==> src/rtl/sad_trigger_qualifier.sv <==
// SAD trigger qualifier: turns raw SAD-matcher match pulses into a qualified
// capture trigger. Applies arming, Nth-match counting, pulse width, holdoff
// and single-shot rules, and keeps sticky status and score registers.
module sad_trigger_qualifier #(
  parameter int pSCORE_WIDTH   = 32,
  parameter int pHOLDOFF_WIDTH = 16,
  parameter int pCOUNT_WIDTH   = 8,
  parameter int pWIDTH_WIDTH   = 8
) (
  input  logic                      clk_adc,
  input  logic                      reset_n,
  input  logic                      arm_i,
  input  logic                      sad_match_i,
  input  logic [pSCORE_WIDTH-1:0]   sad_score_i,
  input  logic [pCOUNT_WIDTH-1:0]   cfg_match_count,
  input  logic [pWIDTH_WIDTH-1:0]   cfg_trigger_width,
  input  logic [pHOLDOFF_WIDTH-1:0] cfg_holdoff,
  input  logic                      cfg_single_shot,
  output logic                      trigger_o,
  output logic                      armed_o,
  output logic                      triggered_o,
  output logic [pCOUNT_WIDTH-1:0]   match_cnt_o,
  output logic [7:0]                missed_o,
  output logic [pSCORE_WIDTH-1:0]   match_score_o,
  output logic [pSCORE_WIDTH-1:0]   best_score_o
);

  typedef enum logic [2:0] {
    ST_IDLE    = 3'd0,
    ST_ARMED   = 3'd1,
    ST_FIRE    = 3'd2,
    ST_HOLDOFF = 3'd3,
    ST_DONE    = 3'd4
  } state_t;

  localparam logic [pCOUNT_WIDTH-1:0]   C_ONE = {{(pCOUNT_WIDTH-1){1'b0}}, 1'b1};
  localparam logic [pWIDTH_WIDTH-1:0]   W_ONE = {{(pWIDTH_WIDTH-1){1'b0}}, 1'b1};
  localparam logic [pHOLDOFF_WIDTH-1:0] H_ONE = {{(pHOLDOFF_WIDTH-1){1'b0}}, 1'b1};

  state_t                    state_q, state_d;
  logic                      arm_prev_q, arm_prev_d;
  logic                      trigger_q, trigger_d;
  logic                      armed_q, armed_d;
  logic                      triggered_q, triggered_d;
  logic [pCOUNT_WIDTH-1:0]   match_cnt_q, match_cnt_d;
  logic [7:0]                missed_q, missed_d;
  logic [pSCORE_WIDTH-1:0]   match_score_q, match_score_d;
  logic [pSCORE_WIDTH-1:0]   best_score_q, best_score_d;
  // Remaining trigger-high cycles after the current one.
  logic [pWIDTH_WIDTH-1:0]   width_cnt_q, width_cnt_d;
  // Holdoff length captured when the pulse started.
  logic [pHOLDOFF_WIDTH-1:0] hold_len_q, hold_len_d;
  // Remaining holdoff cycles after the current one.
  logic [pHOLDOFF_WIDTH-1:0] hold_cnt_q, hold_cnt_d;

  logic                      arm_rise;
  logic [pCOUNT_WIDTH-1:0]   eff_count;
  logic [pWIDTH_WIDTH-1:0]   eff_width_m1;
  logic [pCOUNT_WIDTH:0]     cnt_inc;
  logic                      fire_hit;
  logic [7:0]                missed_sat;

  // Derived helpers: arm edge, effective count/width and saturating miss count.
  always_comb begin
    arm_rise     = arm_i & ~arm_prev_q;
    eff_count    = (cfg_match_count == '0) ? C_ONE : cfg_match_count;
    eff_width_m1 = (cfg_trigger_width == '0) ? '0 : (cfg_trigger_width - W_ONE);
    cnt_inc      = {1'b0, match_cnt_q} + {1'b0, C_ONE};
    fire_hit     = (cnt_inc >= {1'b0, eff_count});
    missed_sat   = (missed_q == 8'hFF) ? missed_q : (missed_q + 8'd1);
  end

  // Next-state and next-register computation for the qualifier FSM.
  always_comb begin
    state_d       = state_q;
    arm_prev_d    = arm_i;
    triggered_d   = triggered_q;
    match_cnt_d   = match_cnt_q;
    missed_d      = missed_q;
    match_score_d = match_score_q;
    best_score_d  = best_score_q;
    width_cnt_d   = width_cnt_q;
    hold_len_d    = hold_len_q;
    hold_cnt_d    = hold_cnt_q;

    case (state_q)
      ST_IDLE: begin
        if (arm_rise) begin
          state_d       = ST_ARMED;
          triggered_d   = 1'b0;
          match_cnt_d   = '0;
          missed_d      = '0;
          match_score_d = '0;
          best_score_d  = '1;
        end
      end
      ST_ARMED: begin
        // Disarm has priority over a coincident match.
        if (!arm_i) begin
          state_d = ST_IDLE;
        end else if (sad_match_i) begin
          if (sad_score_i < best_score_q) best_score_d = sad_score_i;
          if (fire_hit) begin
            state_d       = ST_FIRE;
            match_cnt_d   = '0;
            match_score_d = sad_score_i;
            triggered_d   = 1'b1;
            width_cnt_d   = eff_width_m1;
            hold_len_d    = cfg_holdoff;
          end else begin
            match_cnt_d = cnt_inc[pCOUNT_WIDTH-1:0];
          end
        end
      end
      ST_FIRE: begin
        if (sad_match_i) missed_d = missed_sat;
        // The pulse always completes; arm_i is only looked at when it ends.
        if (width_cnt_q == '0) begin
          if (!arm_i) begin
            state_d = ST_IDLE;
          end else if (cfg_single_shot) begin
            state_d = ST_DONE;
          end else if (hold_len_q == '0) begin
            state_d = ST_ARMED;
          end else begin
            state_d    = ST_HOLDOFF;
            hold_cnt_d = hold_len_q - H_ONE;
          end
        end else begin
          width_cnt_d = width_cnt_q - W_ONE;
        end
      end
      ST_HOLDOFF: begin
        if (sad_match_i) missed_d = missed_sat;
        if (!arm_i) begin
          state_d = ST_IDLE;
        end else if (hold_cnt_q == '0) begin
          state_d = ST_ARMED;
        end else begin
          hold_cnt_d = hold_cnt_q - H_ONE;
        end
      end
      ST_DONE: begin
        if (!arm_i) state_d = ST_IDLE;
      end
      default: state_d = ST_IDLE;
    endcase

    trigger_d = (state_d == ST_FIRE);
    armed_d   = (state_d == ST_ARMED);
  end

  // State and status registers; reset clears everything asynchronously.
  always_ff @(posedge clk_adc or negedge reset_n) begin
    if (!reset_n) begin
      state_q       <= ST_IDLE;
      arm_prev_q    <= 1'b0;
      trigger_q     <= 1'b0;
      armed_q       <= 1'b0;
      triggered_q   <= 1'b0;
      match_cnt_q   <= '0;
      missed_q      <= '0;
      match_score_q <= '0;
      best_score_q  <= '1;
      width_cnt_q   <= '0;
      hold_len_q    <= '0;
      hold_cnt_q    <= '0;
    end else begin
      state_q       <= state_d;
      arm_prev_q    <= arm_prev_d;
      trigger_q     <= trigger_d;
      armed_q       <= armed_d;
      triggered_q   <= triggered_d;
      match_cnt_q   <= match_cnt_d;
      missed_q      <= missed_d;
      match_score_q <= match_score_d;
      best_score_q  <= best_score_d;
      width_cnt_q   <= width_cnt_d;
      hold_len_q    <= hold_len_d;
      hold_cnt_q    <= hold_cnt_d;
    end
  end

  assign trigger_o     = trigger_q;
  assign armed_o       = armed_q;
  assign triggered_o   = triggered_q;
  assign match_cnt_o   = match_cnt_q;
  assign missed_o      = missed_q;
  assign match_score_o = match_score_q;
  assign best_score_o  = best_score_q;

endmodule

==> config.mk <==
export PLATFORM = sky130hd
export DESIGN_NAME = sad_trigger_qualifier
export DESIGN_NICKNAME = d
export VERILOG_FILES = /design/src/rtl/sad_trigger_qualifier.sv
export SDC_FILE = /design/constraint.sdc
export NUM_CORES = 1
export LEC_CHECK = 0
export CORE_UTILIZATION = 39
export CTS_CLUSTER_SIZE = 24
export DETAILED_ROUTE_END_ITERATION = 7
export PLACE_DENSITY_LB_ADDON = 0.15
export SYNTH_ARGS = -nofsm -noshare
export SYNTH_HDL_FRONTEND = slang
export SYNTH_SLANG_ARGS = --single-unit
export TNS_END_PERCENT = 10
==> constraint.sdc <==
create_clock -name clk_adc -period 3.8 [get_ports clk_adc]
set_input_delay 0.38 -clock clk_adc [delete_from_list [all_inputs] [get_ports clk_adc]]
set_output_delay 0.38 -clock clk_adc [all_outputs]
set_load 0.1 [all_outputs]
== Word level (Yosys, flattened, before mapping) ==
Index checks and enable logic that the tools add are counted.

* Add/sub/neg operators: 6
* Order comparisons: 2
* Equality and inequality tests: 21
* Multiplexer cells: 49
* Bitwise logic cells: 2
* Reduce and logical (&&, ||, !) cells: 18

{| class="wikitable"
|+ Operator list
! operator !! number
|-
| 32-bit 2-to-1 mux || 8
|-
| 32-bit one-hot mux with 2 select lines || 2
|-
| 16-bit 2-to-1 mux || 6
|-
| 8-bit 2-to-1 mux || 12
|-
| 8-bit one-hot mux with 2 select lines || 3
|-
| 16-bit zero test || 2
|-
| 32-bit less-than comparator || 1
|-
| 16-bit one-hot mux with 2 select lines || 1
|-
| 16-bit by 1-bit subtractor with 16-bit output, second input constant || 2
|-
| 3-bit 2-to-1 mux || 10
|-
| 2-bit inequality test, second input constant || 13
|-
| 8-bit zero test || 3
|-
| 8-bit by 1-bit subtractor with 8-bit output, second input constant || 2
|-
| 3-bit one-hot mux with 5 select lines || 1
|-
| 5-bit AND reduction || 3
|-
| 4-bit AND reduction || 3
|-
| 8-bit by 1-bit adder with 9-bit output, second input constant || 1
|-
| 3-bit by 2-bit equality test with 1-bit output, second input constant || 3
|-
| 9-bit by 8-bit greater-or-equal comparator with 1-bit output || 1
|-
| 8-bit by 1-bit adder with 8-bit output, second input constant || 1
|-
| 8-bit equality test, second input constant || 1
|-
| 2-bit nonzero test || 4
|-
| 7-bit AND reduction || 1
|-
| 3-bit by 1-bit equality test with 1-bit output, second input constant || 2
|-
| 9 further kinds || 12
|}

* Bits in registers: 127
* Input bits: 69
* Output and inout bits: 83
* Word-level logic and storage cells: 110

== Depth between registers and ports, before layout ==
* Depth after elaboration: 8
* Depth in mapped cells: 14
* Depth with buffers taken out: 13

== Worst setup path after synthesis ==
Ideal clock, no wire load.

* Path type: flip-flop to flip-flop
* From: register match_cnt_q[0], in the netlist match_cnt_o[0]
* To: register match_score_q[24], in the netlist match_score_o[24]
* Setup time: 0.123 ns
* Arrival time: 3.655 ns
* Data required time: 3.677 ns
* Slack: 0.022 ns
* Stages on the path, launching flop included: 13
* Buffers on the path: 2
* Clock period less this slack: 3.778 ns
* Cells stage by stage: dfrtp_1 > ha_1 > and2_1 > nand2_1 > xnor2_1 > ha_1 > and2_0 > a221o_1 > a221oi_1 > nor2_1 > clkbuf_1 > buf_2 > a22o_1

* Longest elaborated chain between the ends: 4

{| class="wikitable"
|+ Ends and longest elaborated chain
! item !! line !! text
|-
| start: declaration || 45 || <nowiki>logic [pCOUNT_WIDTH-1:0] match_cnt_q, match_cnt_d;</nowiki>
|-
| start signal: assignment || 174 || <nowiki>match_cnt_q <= match_cnt_d;</nowiki>
|-
| 8-bit by 1-bit adder with 9-bit output || 68 || <nowiki>cnt_inc = {1'b0, match_cnt_q} + {1'b0, C_ONE};</nowiki>
|-
| 9-bit by 8-bit greater-or-equal comparator with 1-bit output || 69 || <nowiki>fire_hit = (cnt_inc >= {1'b0, eff_count});</nowiki>
|-
| 2-bit inequality test (no line) || -- ||
|-
| 5-bit AND reduction (no line) || -- ||
|-
| end signal: assignment || 176 || <nowiki>match_score_q <= match_score_d;</nowiki>
|-
| end: declaration || 47 || <nowiki>logic [pSCORE_WIDTH-1:0] match_score_q, match_score_d;</nowiki>
|}

Every way passes these cells.
A chain may end at the register's enable or synchronous reset.

== Worst setup path after layout ==
* From: register match_cnt_q[0], in the netlist match_cnt_o[0]
* To: register width_cnt_q[2]

* Longest elaborated chain between the ends: 4

{| class="wikitable"
|+ Ends and longest elaborated chain
! item !! line !! text
|-
| 8-bit by 1-bit adder with 9-bit output || 68 ||
|-
| 9-bit by 8-bit greater-or-equal comparator with 1-bit output || 69 ||
|-
| 2-bit inequality test (no line) || -- ||
|-
| 5-bit AND reduction (no line) || -- ||
|-
| end signal: assignment || 178 || <nowiki>width_cnt_q <= width_cnt_d;</nowiki>
|-
| end: declaration || 50 || <nowiki>logic [pWIDTH_WIDTH-1:0] width_cnt_q, width_cnt_d;</nowiki>
|}

Every way passes these cells.

==> impl_metrics.toml <==
[outcome]
status = "finished, violations left"
failed_checks = "DRC"

[synth]
synthTopCellsByArea = "dfrtp_1, dfstp_2, ha_1, a22o_1, o221a_1"
synth_flop_cell = "dfrtp_1"
synth_edf_count = 0
async_reset_ff_share_pct = 100
avgSynthCellArea_sq_um = 9.91
netlist.area_leader.share_pct = 32.5
synth.net_count = 851
ys_ff_latch = 127
syn_inst = 738
yosysSeqAreaShare_pct = 44.0
synth_area_sq_mm = 0.00731
yosysTopAreaCell = "dfrtp_1"
ys_types = 71
yosys_warnings = 0

[global_routing]
grt_max_degree = 50
gr-usage-all-layers_pct = 21.9
overflow = 0
grt_pass1_vias = 6589
grt_pass1_wl_um = 33500
antenna_found_initial = 0

[cts]
cts_tree = "yes"
cts_made_buffers = 17
ctsRootBufferMaster = "clkbuf_16"
h-tree-depth = 4
cts.clk_slew.worst_paths_ns = 0.06
cts_setup_buffers = 0
cts_sinks = 127
clk_latency_ns = 0.42
clock_path_buffers = 2

[placed_design]
detailed_place_hpwl_um = 14700
port_buffers = 151
gp_congestion = 0.881
place_ws_ns = 0.465

[sta]
period_share_pct = 88.0
setup_ws_ns = 0.457
tightest_slew_ns = 1.10
rsz0062_at_grt = "false"
drv_slew = 0
slew_headroom_pct = 26.2
clock_skew_ns = 0.00921
setup_viol = 0
timing.setup.tns_ns = 0
max_freq_mhz = 299
hold_slack_ns = 0.481
min_period_ns = 3.34
final_hold_viol_count = 0

[routing]
avgViaCountPerCell = 5.70
antenna_violating_nets_post_route = 0
drc = 1
routed-via-count = 6449
post_drt_wl_per_cell_um = 18.0
drtIter0Drc = 350
dr.pass1.iters = 8
drt-total-wl_um = 20400

[worst_setup_path]
worst_setup_path_start_kind = "flip-flop"
r2r_start = "match_cnt_o[0]"
crit_required_ns = 4.11
rr_worst_depth = 14
path_max_fanout = 13
cp-startpoint = "match_cnt_o[0]"
r2r_end = "width_cnt_q[2]"
r2r_slack_ns = 0.46
crit_end = "width_cnt_q[2]"
critPathArrivalTime_ns = 3.65
criticalPathCategory = "reg2reg"
endpoint_kind = "flip-flop"

[floorplanning]
io_pins = 152
start_util_pct = 40.3
coreArea_sq_mm = 0.0181
die_area_sq_mm = 0.0193
rows = 49
die_w_um = 139
fp.dieH_um = 139

[power_and_ir_drop]
vdd_drop_max_mv = 0.505
p_per_area_mw_per_mm2 = 810
p_leak_nw = 4.16

[flow_run]
maxCapViolations = 0

[min_path]
hold_class = "in2reg"

[finish]
diodes = 0
nNetsFinal = 1002
syn_to_final_growth_pct = 32.7
drive_above_1_share_pct = 12.6
worst min-delay path by stage:
stage,startpoint,to,slack [ns],depth (start not counted)
finish,arm_i,arm_prev_q,0.48,1
global route,arm_i,arm_prev_q,0.48,1
CTS,arm_i,arm_prev_q,0.47,1
detailed placement,reset_n,missed_o[3],0.45,1
global placement,reset_n,missed_o[3],0.45,1
floorplan,reset_n,arm_prev_q,0.08,0
cell usage in the layout, fill, tap and decap left out, types with 8 or more instances in the layout:
cell	count
a32o_1	8
buf_4	16
dfstp_2	32
o21ai_0	43
nand3_1	37
nor2_1	50
mux2_2	15
nor4_1	9
o221a_1	25
dfrtp_1	95
clkdlybuf4s50_1	150
a211oi_1	10
nand2b_1	9
nor3_1	15
nand2_1	52
a21oi_1	34
inv_1	48
a22o_1	35
clkbuf_16	17
xnor2_1	10
ha_1	44
cell families (layout without fill, tap and decap cells):
group | count (synthesis) | in the layout | share of synthesized area (%)
compound gates | 219 | 219 | 22.9
xor+xnor | 16 | 16 | 1.92
fa+ha+maj | 44 | 44 | 7.53
buf+inv | 85 | 249 | 4.89
flops | 127 | 127 | 44.0
mux | 22 | 22 | 3.27
simple gates | 225 | 225 | 15.5
critical path: stages (launching register included):
cell      delay (ns)
dfrtp_1         0.45
ha_1            0.24
and2_1          0.16
nand2_1         0.07
xnor2_1         0.15
ha_1            0.30
and2_0          0.15
and4_1          0.20
a221oi_1        0.08
buf_4           0.21
a221oi_1        0.46
nand2_2         0.22
inv_2           0.17
o21ai_0         0.10
a22o_1          0.26
registers in the layout (all words and copies together), names as in the netlist:
signal and count:
match_score_o 32, hold_len_q 16, arm_prev_q 1, trigger_o 1
hold_cnt_q 16, width_cnt_q 8, match_cnt_o 8, missed_o 8
state_q 3, armed_o 1, best_score_o 32, triggered_o 1
area by class of cell:
cell class | instances | area (sq um)
clock buffer | 21 | 460
clock inverter | 11 | 140
fill | 1595 | 8450
inverter | 49 | 184
multi-input combinational | 526 | 3760
sequential | 127 | 3220
tap | 229 | 287
timing repair buffer | 168 | 1650
Yosys cell counts (5+ instances only):
master and n:
a22o_1 35, clkbuf_1 17, a221oi_1 6, o22ai_1 5
nor2_1 51, nor3b_1 5, a21oi_1 34, buf_2 13
dfstp_2 32, nand4_1 5, a211oi_1 11, o22a_1 7
o221a_1 25, and3_1 7, dfrtp_1 95, nor3_1 15
o21ai_0 43, ha_1 44, mux2_2 15, nand3b_1 5
nand2_1 52, o21a_1 5, nand3_1 37, nand2b_1 9
nor4_1 9, xnor2_1 10, xor2_1 6, a32o_1 8
mux2i_1 7, inv_1 48
timing repair:
action | 4_1_cts | 5_1_grt
gates resized for setup | 0 | 0
hold buffers | 1 | 0
endpoints found under the setup margin | 0 | 0
endpoints found under the hold margin | 5 | 0
metal layers:
layer / global-route usage, % / vias to the layer above / share of wire (%)
met4: 9.53 / 0 / 2.8
met3: 6.15 / 33 / 5.4
met5: 0 / - / 0
met1: 26.1 / 3164 / 42
met2: 37.0 / 187 / 50
li1: - / 3065 / -
stage by stage:
stage | instance area (sq um) | std cells | power, mW | utilization, %
global route | 9700 | 1131 | 8.29 | 53.5
detailed placement | 9090 | 1098 | 6.19 | 50.1
global placement | 9090 | 1098 | 6.10 | 50.1
floorplan | 7310 | 738 | 5.20 | -
finish | 9700 | 1131 | 7.85 | 53.5
CTS | 9700 | 1131 | 7.90 | 53.5
report_power, final:
part	internal (mW)	switching [mW]	leakage (nW)
sequential	1.82	0.368	1.59
clock	1.06	0.599	0.297
combinational	1.23	2.78	2.27
No activity file was read; power rests on OpenSTA's default activity.
